`src/rtl/fpga_cfg_pkg.sv`:
```
// Shared types and default sizing for the fabric configuration loader.
package fpga_cfg_pkg;

  // Loader sequencing: connection chain first, one idle cycle, then the CLB chain.
  typedef enum logic [2:0] {
    IDLE = 3'd0,
    CONN = 3'd1,
    GAP  = 3'd2,
    CLB  = 3'd3,
    DONE = 3'd4
  } state_t;

  localparam int DEF_CONN_CHAIN_LEN = 256;
  localparam int DEF_CLB_CHAIN_LEN  = 72;
  localparam int WORD_WIDTH         = 8;

endpackage

```
`src/rtl/scan_serializer.sv`:
```
// Word buffer, bit serializer and readback assembler shared by both scan phases.
// The buffer count doubles as the "shifting this cycle" flag: a non-zero count
// means the registered scan outputs currently carry a valid bit.
module scan_serializer #(
  parameter int WORD_WIDTH = 8
) (
  input  logic                  clk,
  input  logic                  rst,
  input  logic                  i_cfg_ready,
  input  logic                  i_cfg_valid,
  input  logic [WORD_WIDTH-1:0] i_cfg_data,
  input  logic                  i_phase_last,
  input  logic                  i_scan_out,
  output logic                  o_shift,
  output logic                  o_next_bit,
  output logic                  o_next_nonempty,
  output logic                  o_next_le1,
  output logic [WORD_WIDTH-1:0] o_rd_data,
  output logic                  o_rd_valid
);
  import fpga_cfg_pkg::*;

  localparam int CW = $clog2(WORD_WIDTH + 1);
  localparam int IW = (WORD_WIDTH > 1) ? $clog2(WORD_WIDTH) : 1;

  logic [WORD_WIDTH-1:0] r_buf;
  logic [WORD_WIDTH-1:0] w_buf_next;
  logic [CW-1:0]         r_cnt;
  logic [CW-1:0]         w_cnt_next;
  logic [WORD_WIDTH-1:0] r_acc;
  logic [WORD_WIDTH-1:0] w_acc_bit;
  logic [IW-1:0]         r_idx;
  logic [WORD_WIDTH-1:0] r_rd_data;
  logic                  r_rd_valid;
  logic                  w_accept;
  logic                  w_word_end;

  assign o_shift         = (r_cnt != '0);
  assign w_accept        = i_cfg_valid & i_cfg_ready;
  assign o_next_bit      = w_buf_next[0];
  assign o_next_nonempty = (w_cnt_next != '0);
  assign o_next_le1      = (w_cnt_next <= CW'(1));
  assign o_rd_data       = r_rd_data;
  assign o_rd_valid      = r_rd_valid;

  // Buffer next state: phase end drops surplus bits, a new word replaces the one finishing, else shift.
  always_comb begin
    w_buf_next = r_buf;
    w_cnt_next = r_cnt;
    if (o_shift && i_phase_last) begin
      w_buf_next = '0;
      w_cnt_next = '0;
    end else if (w_accept) begin
      w_buf_next = i_cfg_data;
      w_cnt_next = CW'(WORD_WIDTH);
    end else if (o_shift) begin
      w_buf_next = r_buf >> 1;
      w_cnt_next = r_cnt - CW'(1);
    end
  end

  // Word buffer registers.
  always_ff @(posedge clk or posedge rst) begin
    if (rst) begin
      r_buf <= '0;
      r_cnt <= '0;
    end else begin
      r_buf <= w_buf_next;
      r_cnt <= w_cnt_next;
    end
  end

  // Insert the sampled chain tail into the word being assembled.
  always_comb begin
    w_acc_bit        = r_acc;
    w_acc_bit[r_idx] = i_scan_out;
  end

  assign w_word_end = (r_idx == IW'(WORD_WIDTH - 1)) || i_phase_last;

  // Readback assembly: publish a word when full or at the phase's last bit (upper bits stay zero).
  always_ff @(posedge clk or posedge rst) begin
    if (rst) begin
      r_acc      <= '0;
      r_idx      <= '0;
      r_rd_data  <= '0;
      r_rd_valid <= 1'b0;
    end else begin
      r_rd_valid <= 1'b0;
      if (o_shift) begin
        if (w_word_end) begin
          r_rd_data  <= w_acc_bit;
          r_rd_valid <= 1'b1;
          r_acc      <= '0;
          r_idx      <= '0;
        end else begin
          r_acc <= w_acc_bit;
          r_idx <= r_idx + IW'(1);
        end
      end
    end
  end

endmodule

```
`src/rtl/fpga_config_loader.sv`:
```
// Configuration loader for the 2x2 fabric: streams words into the connection
// chain, then the CLB chain, reading back the previous chain contents.
module fpga_config_loader #(
  parameter int CONN_CHAIN_LEN = fpga_cfg_pkg::DEF_CONN_CHAIN_LEN,
  parameter int CLB_CHAIN_LEN  = fpga_cfg_pkg::DEF_CLB_CHAIN_LEN,
  parameter int WORD_WIDTH     = fpga_cfg_pkg::WORD_WIDTH
) (
  input  logic                  scan_clk,
  input  logic                  rst,
  input  logic                  start,
  input  logic [WORD_WIDTH-1:0] cfg_data,
  input  logic                  cfg_valid,
  output logic                  cfg_ready,
  output logic                  conn_scan_in,
  output logic                  conn_scan_en,
  input  logic                  conn_scan_out,
  output logic                  clb_scan_in,
  output logic                  clb_scan_en,
  input  logic                  clb_scan_out,
  output logic [WORD_WIDTH-1:0] rd_data,
  output logic                  rd_valid,
  output logic                  busy,
  output logic                  done
);
  import fpga_cfg_pkg::*;

  localparam int CCW = $clog2(CONN_CHAIN_LEN + 1);
  localparam int LCW = $clog2(CLB_CHAIN_LEN + 1);

  state_t         r_state;
  state_t         w_state_next;
  logic [CCW-1:0] r_conn_cnt;
  logic [CCW-1:0] w_conn_cnt_next;
  logic [LCW-1:0] r_clb_cnt;
  logic [LCW-1:0] w_clb_cnt_next;

  logic w_shift;
  logic w_phase_last;
  logic w_scan_out;
  logic w_next_bit;
  logic w_next_nonempty;
  logic w_next_le1;
  logic w_ready_next;

  logic r_cfg_ready;
  logic r_conn_scan_in;
  logic r_conn_scan_en;
  logic r_clb_scan_in;
  logic r_clb_scan_en;
  logic r_busy;
  logic r_done;

  assign cfg_ready    = r_cfg_ready;
  assign conn_scan_in = r_conn_scan_in;
  assign conn_scan_en = r_conn_scan_en;
  assign clb_scan_in  = r_clb_scan_in;
  assign clb_scan_en  = r_clb_scan_en;
  assign busy         = r_busy;
  assign done         = r_done;

  scan_serializer #(
    .WORD_WIDTH(WORD_WIDTH)
  ) u_ser (
    .clk            (scan_clk),
    .rst            (rst),
    .i_cfg_ready    (r_cfg_ready),
    .i_cfg_valid    (cfg_valid),
    .i_cfg_data     (cfg_data),
    .i_phase_last   (w_phase_last),
    .i_scan_out     (w_scan_out),
    .o_shift        (w_shift),
    .o_next_bit     (w_next_bit),
    .o_next_nonempty(w_next_nonempty),
    .o_next_le1     (w_next_le1),
    .o_rd_data      (rd_data),
    .o_rd_valid     (rd_valid)
  );

  // Select the active chain's tail and flag the phase's final bit.
  always_comb begin
    w_phase_last = 1'b0;
    w_scan_out   = 1'b0;
    case (r_state)
      CONN: begin
        w_phase_last = (r_conn_cnt == CCW'(1));
        w_scan_out   = conn_scan_out;
      end
      CLB: begin
        w_phase_last = (r_clb_cnt == LCW'(1));
        w_scan_out   = clb_scan_out;
      end
      default: ;
    endcase
  end

  // Next state and per-chain down-counters (bits still to shift, never wrapping).
  always_comb begin
    w_state_next    = r_state;
    w_conn_cnt_next = r_conn_cnt;
    w_clb_cnt_next  = r_clb_cnt;
    case (r_state)
      IDLE: begin
        if (start) begin
          w_state_next    = CONN;
          w_conn_cnt_next = CCW'(CONN_CHAIN_LEN);
          w_clb_cnt_next  = LCW'(CLB_CHAIN_LEN);
        end
      end
      CONN: begin
        if (w_shift && (r_conn_cnt != '0)) begin
          w_conn_cnt_next = r_conn_cnt - CCW'(1);
          if (w_phase_last) w_state_next = GAP;
        end
      end
      GAP: w_state_next = CLB;
      CLB: begin
        if (w_shift && (r_clb_cnt != '0)) begin
          w_clb_cnt_next = r_clb_cnt - LCW'(1);
          if (w_phase_last) w_state_next = DONE;
        end
      end
      DONE:    w_state_next = IDLE;
      default: w_state_next = IDLE;
    endcase
  end

  // Ready for next cycle: buffer empty or on its last bit, and the phase needs more than the buffer holds.
  always_comb begin
    w_ready_next = 1'b0;
    case (w_state_next)
      CONN: w_ready_next = w_next_le1 &&
                           (w_conn_cnt_next > (w_next_nonempty ? CCW'(1) : CCW'(0)));
      CLB:  w_ready_next = w_next_le1 &&
                           (w_clb_cnt_next > (w_next_nonempty ? LCW'(1) : LCW'(0)));
      default: ;
    endcase
  end

  // State, counters and status outputs.
  always_ff @(posedge scan_clk or posedge rst) begin
    if (rst) begin
      r_state     <= IDLE;
      r_conn_cnt  <= '0;
      r_clb_cnt   <= '0;
      r_cfg_ready <= 1'b0;
      r_busy      <= 1'b0;
      r_done      <= 1'b0;
    end else begin
      r_state     <= w_state_next;
      r_conn_cnt  <= w_conn_cnt_next;
      r_clb_cnt   <= w_clb_cnt_next;
      r_cfg_ready <= w_ready_next;
      r_busy      <= (w_state_next != IDLE);
      r_done      <= (w_state_next == DONE);
    end
  end

  // Scan pins: enable only the active chain, hold data when starved, park the idle chain at 0.
  always_ff @(posedge scan_clk or posedge rst) begin
    if (rst) begin
      r_conn_scan_in <= 1'b0;
      r_conn_scan_en <= 1'b0;
      r_clb_scan_in  <= 1'b0;
      r_clb_scan_en  <= 1'b0;
    end else begin
      r_conn_scan_en <= (w_state_next == CONN) && w_next_nonempty;
      r_clb_scan_en  <= (w_state_next == CLB) && w_next_nonempty;
      if (w_state_next != CONN)  r_conn_scan_in <= 1'b0;
      else if (w_next_nonempty)  r_conn_scan_in <= w_next_bit;
      if (w_state_next != CLB)   r_clb_scan_in  <= 1'b0;
      else if (w_next_nonempty)  r_clb_scan_in  <= w_next_bit;
    end
  end

endmodule
```
`config.mk`:
```
export PLATFORM = sky130hd
export DESIGN_NAME = fpga_config_loader
export DESIGN_NICKNAME = d
export VERILOG_FILES = /design/src/rtl/fpga_cfg_pkg.sv /design/src/rtl/scan_serializer.sv /design/src/rtl/fpga_config_loader.sv
export SDC_FILE = /design/constraint.sdc
export NUM_CORES = 1
export LEC_CHECK = 0
export BUFFER_PORTS_ARGS = -buffer_cell sky130_fd_sc_hd__clkbuf_2
export CORE_UTILIZATION = 40
export CTS_CLUSTER_SIZE = 24
export DETAILED_ROUTE_END_ITERATION = 12
export PLACE_DENSITY = 0.68
export SETUP_SLACK_MARGIN = 0.1
export SLEW_MARGIN = 0
export SYNTH_ARGS = -nofsm -noshare
export SYNTH_HDL_FRONTEND = slang
export SYNTH_HIERARCHICAL = 1
export SYNTH_SLANG_ARGS = --single-unit
```
`constraint.sdc`:
```
create_clock -name scan_clk -period 8.1 [get_ports scan_clk]
set_input_delay 1.62 -clock scan_clk [delete_from_list [all_inputs] [get_ports scan_clk]]
set_output_delay 1.62 -clock scan_clk [all_outputs]
set_load 0.005 [all_outputs]
```
-- After elaboration in Yosys (flattened, before gate mapping)
Cells that the tools add are included.
- flip-flop bits (word level): 58
- input port bits: 14
- output and inout bits: 16
- logic and storage cells: 90
- add/sub/neg operators: 4
- magnitude comparators: 5
- equality and inequality tests: 11
- mux-type cells: 33
- bitwise gates (word level): 1
- reductions and logical operators: 19
- operator list (cell ; number):
    $mux W8 ; 4
    $mux W3 ; 6
    $mux W9 ; 2
    $pmux W9 S2 ; 1
    $mux W7 ; 2
    $pmux W7 S2 ; 1
    $mux W4 ; 3
    $pmux W3 S4 ; 1
    $eq A3 B2 Y1 const B ; 3
    $eq A9 B1 Y1 const B ; 1
    $gt A9 B1 Y1 ; 1
    $reduce_bool A9 Y1 ; 1
    $sub A9 B1 Y9 const B ; 1
    $bwmux W8 ; 1
    $logic_and A1 B1 Y1 ; 8
    $mux W1 ; 8
    $reduce_bool A4 Y1 ; 2
    $eq A7 B1 Y1 const B ; 1
    $gt A7 B1 Y1 ; 1
    $reduce_bool A7 Y1 ; 1
    $sub A7 B1 Y7 const B ; 1
    $eq A3 B1 Y1 const B ; 2
    $eq A3 B3 Y1 const B ; 2
    $pmux W1 S2 ; 3
    other kinds (14) ; 16

-- Longest topological paths before layout
- depth in word-level cells: 9
- gate-level depth with buffers: 14
- gate-level depth less buffers: 14

-- Cells and area by module
Netlist, hierarchy kept.
- modules (own cells, without submodules) (module ; times used ; cells an instance ; area an instance (µm²) ; seq. area each (µm²)):
    scan_serializer ; 1 ; 149 ; 1511.4 ; 800.8
    fpga_config_loader ; 1 ; 158 ; 1492.7 ; 650.6

-- Worst setup path after synthesis
No wires, ideal clock.
- kind: input-to-reg
- start point: input cfg_valid
- end point: register r_cfg_ready (netlist: cfg_ready)
- setup time: 0.133 ns
- arrival: 3.491 ns
- data required time: 7.967 ns
- path slack: 4.475 ns
- stages on the path: 8
- buffers on the path: 0
- cell sequence: and2_1 nor3_1 or4b_1 ha_1 nor2_1 or4_1 o211ai_1 a31oi_1
- word-level cells in the longest chain between the ends: 8
- elaborated cells on any way between the ends: 12
- classes of those cells: 3 x order compare; 5 x mux; 1 x bitwise; 3 x reduce/logical
- ends and longest elaborated chain (item ; RTL line ; text):
    from (decl) ; fpga_config_loader.sv:12 ; input logic cfg_valid,
    $and A1 B1 Y1 * ; scan_serializer.sv:39 ; assign w_accept = i_cfg_valid & i_cfg_ready;
    $mux W4 * ; scan_serializer.sv:53 ; end else if (w_accept) begin
    $mux W4 * ; scan_serializer.sv:50 ; if (o_shift && i_phase_last) begin
    net u_ser.w_cnt_next[2] ; scan_serializer.sv:29 ; logic [CW-1:0] w_cnt_next;
    $reduce_bool A4 Y1 * ; scan_serializer.sv:41 ; assign o_next_nonempty = (w_cnt_next != '0);
    net w_next_nonempty ; fpga_config_loader.sv:41 ; logic w_next_nonempty;
    $mux W1 ; fpga_config_loader.sv:132, fpga_config_loader.sv:134 ;
    $gt A9 B1 Y1 / $gt A7 B1 Y1 (equally long branches) ; fpga_config_loader.sv:132, fpga_config_loader.sv:134 ;
    $logic_and A1 B1 Y1, on equally long branches ; fpga_config_loader.sv:131, fpga_config_loader.sv:133 ;
    $pmux W1 S2 * ; fpga_config_loader.sv:130 ; case (w_state_next)
    net w_ready_next ; fpga_config_loader.sv:43 ; logic w_ready_next;
    to (signal assigned) ; fpga_config_loader.sv:152 ; r_cfg_ready <= w_ready_next;
    to (decl) ; fpga_config_loader.sv:45 ; logic r_cfg_ready;
Mark *: on every way through the listed nets, which the timed path passes. The rest lies on a longest branch.
A chain may end at the register's enable or synchronous reset.

-- Final worst setup path
- start point: register r_state[0]
- end point: register r_cfg_ready (netlist: cfg_ready)
- word-level cells in the longest chain between the ends: 9
- elaborated cells on any way between the ends: 26
- classes of those cells: 3 x order compare; 5 x eq/ne; 13 x mux; 5 x reduce/logical
- ends and longest elaborated chain (item ; RTL line ; text):
    from (decl) ; fpga_config_loader.sv:30 ; state_t r_state;
    from (signal assigned) ; fpga_config_loader.sv:149 ; r_state <= w_state_next;
    $eq A3 B2 Y1 / $eq A3 B1 Y1 (equally long branches) ; fpga_config_loader.sv:83 ; case (r_state)
    $pmux W1 S2 * ; fpga_config_loader.sv:83 ;
    net w_phase_last ; fpga_config_loader.sv:38 ; logic w_phase_last;
    $logic_and A1 B1 Y1 * ; scan_serializer.sv:50 ;
    $mux W4 * ; scan_serializer.sv:50 ;
    $reduce_bool A4 Y1 * ; scan_serializer.sv:41 ;
    net w_next_nonempty ; fpga_config_loader.sv:41 ;
    $mux W1 ; fpga_config_loader.sv:132, fpga_config_loader.sv:134 ;
    $gt A9 B1 Y1 / $gt A7 B1 Y1 (equally long branches) ; fpga_config_loader.sv:132, fpga_config_loader.sv:134 ;
    $logic_and A1 B1 Y1, on equally long branches ; fpga_config_loader.sv:131, fpga_config_loader.sv:133 ;
    $pmux W1 S2 * ; fpga_config_loader.sv:130 ;
    net w_ready_next ; fpga_config_loader.sv:43 ;
Marked as above.

==> flow_summary.json <==
{
  "first_pass_iters": 5,
  "diodes": 0,
  "cts_tree": "done",
  "fmax_mhz": 257,
  "fp-row-count": 31,
  "totalWireLength_um": 6370,
  "synth_warnings": 6,
  "ant_nets": 0,
  "synth_area_leaders": "dfrtp_1, mux2i_1, ha_1",
  "min_path_type": "flip-flop to flip-flop",
  "clk_pin_slew_ns": 0.07,
  "dp.cells": 422,
  "drc": 0,
  "avgSynthCellArea_um2": 9.79,
  "hold_start": "u_ser/r_acc[0]$_DFFE_PP0N_",
  "use_met2": 0.289,
  "multi_input_area_um2": 1430,
  "crit_path_end_kind": "flip-flop",
  "finalHoldViolCount": 0,
  "vias": 2379,
  "status": "finished, final reports clean",
  "clk_path_buf_depth": 2,
  "busiest_layer": "met2",
  "skew_ns": 0.00597,
  "rrSetupSlack_ns": 4.21,
  "arrival_ns": 4.09,
  "setup_viol": 0,
  "grt_pass1_vias": 2313,
  "nets": 358,
  "ioPinCount": 30,
  "cts_root_buffer": "clkbuf_8",
  "synth.most_common_cell": "dfrtp_1",
  "grt_start_max_net_pins": 33,
  "syn_nets": 331,
  "ys_seq_area_frac": 0.483,
  "start_util": 0.414,
  "rr_startpoint": "r_state[0]$_DFF_PP0_",
  "cp_max_fo": 10,
  "syn_area_um2": 3000,
  "drive_gt1_frac": 0.171,
  "grt.met3_usage": 0.0364,
  "pre_cts_ws_ns": 4.04,
  "met1_usage": 0.237,
  "crit_path_start_kind": "flip-flop",
  "ys_ff_latch": 58,
  "cts.sinks": 58,
  "relSlewSlack": 0.341,
  "place_congestion": 0.878,
  "routed_via_density": 5.43,
  "p_per_area_nw_per_um2": 373,
  "fp.dieW_um": 88.7,
  "core_um2": 7250,
  "r2r_cells": 12,
  "holdPathEnd": "u_ser/r_acc[0]$_DFFE_PP0N_",
  "grt_overflow": 0,
  "h-tree-depth": 3,
  "postSynthCellCount": 307,
  "seqCellArea_um2": 1450,
  "insertion_delay_ns": 0.34,
  "finalWorstSetupSlack_ns": 4.21,
  "synth_edf_count": 0,
  "hold_depth": 2,
  "fp.dieH_um": 88.7,
  "grtUsageTotal": 0.181,
  "cp_data_required_time_ns": 8.30,
  "peakVddDrop_mv": 0.134,
  "cts.repair.resized": 0,
  "maxCapViolations": 0,
  "hpwl_um": 4500,
  "leakage_nw": 1.62,
  "ys_top_cells_by_count": "dfrtp_1, nor2_1, nand2_1, mux2i_1, o21ai_0",
  "synthToLayoutAreaGrowth_pct": 15.5,
  "rsz0062_at_grt": "false",
  "fillers": 686,
  "async_flop_share": 1.00,
  "finalCritPeriodShare": 0.480,
  "wl_per_cell_um": 14.5,
  "yosys.area.top_type": "dfrtp_1",
  "portBuffers": 29,
  "cts_made_buffers": 9,
  "dieArea_um2": 7860,
  "r2r-end": "cfg_ready$_DFF_PP0_",
  "worst_pin_slew_ns": 0.987,
  "final_util": 0.478,
  "post-route-min-period_ns": 3.89,
  "setup_tns_ns": 0,
  "yosysUniqueCellTypes": 56,
  "antenna_found_initial": 0,
  "final_max_slew_viol_count": 0,
  "synth_flop_cell": "dfrtp_1",
  "instances_no_fill": 438,
  "synth_top_area_frac": 0.483,
  "grt_first_pass_wirelength_um": 10700,
  "drt-initial-drc-count": 105,
  "cts-hold-fix-buffers": 0,
  "worstSetupPathType": "flip-flop to flip-flop",
  "cts_setup_buffers": 0
}
stage by stage:
step	hold slack, ns	total power, mW	area (um^2)
2_1_floorplan	0.449	0.837	3000
3_3_place_gp	0.463	0.944	3220
3_5_place_dp	0.470	0.959	3220
4_1_cts	0.485	1.30	3470
5_1_grt	0.517	1.39	3470
6_report	0.480	1.29	3470
cell families (layout without fill, tap and decap cells):
family	after synthesis	after routing	synth area share
XOR/XNOR	2	2	0.00583
multiplexers	21	21	0.0700
flip-flops	58	58	0.483
AND/OR/NAND/NOR	119	119	0.213
adder cells (fa/ha/maj)	10	10	0.0416
AO/OA/AOI/OAI	67	67	0.146
buffers and inverters	30	62	0.0408
power by group:
group          leakage [nW]  switching, mW  internal, mW  total (mW)
registers             0.697         0.0955         0.398       0.493
logic                 0.793          0.258         0.206       0.465
clock network         0.129          0.116         0.220       0.336
total                  1.62          0.470         0.824        1.29
flip-flops by register name, indices dropped and copies added (netlist names), 3 cells and up:
register	cells
r_clb_cnt	7
r_conn_cnt	9
r_state	3
u_ser/o_rd_data	8
u_ser/r_acc	8
u_ser/r_buf	8
u_ser/r_cnt	4
u_ser/r_idx	3
metal layers:
metal,part of all wire,vias up
met3,0.041,11
met1,0.47,1160
li1,-,1157
met2,0.47,51
met5,0,-
met4,0.017,0
final cells by class:
| cell class | instances | share of cell area |
|---|---|---|
| clock inverters | 5 | 0.0288 |
| well taps | 99 | 0.0357 |
| inverters | 16 | 0.0173 |
| multi-input cells | 219 | 0.412 |
| repair buffers | 30 | 0.0440 |
| clock buffers | 11 | 0.0436 |
| flip-flops and latches | 58 | 0.418 |
placed cells by master (no fill, tap or decap), drive strengths merged, types with 3 or more instances in the layout:
| cell type | n |
|---|---|
| a21oi | 20 |
| a22o | 3 |
| a41oi | 3 |
| and3 | 3 |
| bufinv | 3 |
| clkbuf | 40 |
| dfrtp | 58 |
| ha | 10 |
| inv | 16 |
| mux2i | 21 |
| nand2 | 29 |
| nand3 | 12 |
| nand4 | 3 |
| nor2 | 32 |
| nor2b | 6 |
| nor3 | 9 |
| nor3b | 5 |
| nor4 | 3 |
| nor4b | 4 |
| o21ai | 21 |
| o41ai | 3 |
how the worst max path moves through the flow:
| stage | from | to | slack, ns | cells after the start |
|---|---|---|---|---|
| detailed placement | cfg_valid | cfg_ready$_DFF_PP0_ | 4.04 | 10 |
| global placement | cfg_valid | cfg_ready$_DFF_PP0_ | 4.09 | 10 |
| floorplan | cfg_valid | cfg_ready$_DFF_PP0_ | 4.48 | 8 |
| CTS | r_state[0]$_DFF_PP0_ | cfg_ready$_DFF_PP0_ | 4.22 | 12 |
| finish | r_state[0]$_DFF_PP0_ | cfg_ready$_DFF_PP0_ | 4.21 | 12 |
| global route | r_state[0]$_DFF_PP0_ | cfg_ready$_DFF_PP0_ | 3.91 | 12 |
critical path: stages (launching register included):
cell,delay (ns)
dfrtp_1,0.51
nor3b_2,0.53
and3_1,0.25
a41oi_1,0.12
inv_1,0.33
nand2_2,0.18
a2bb2oi_2,0.21
or4b_1,0.60
ha_1,0.33
nor2_1,0.04
or4_1,0.40
o211ai_1,0.19
a31oi_1,0.06
(Power assumes the default switching activity.)
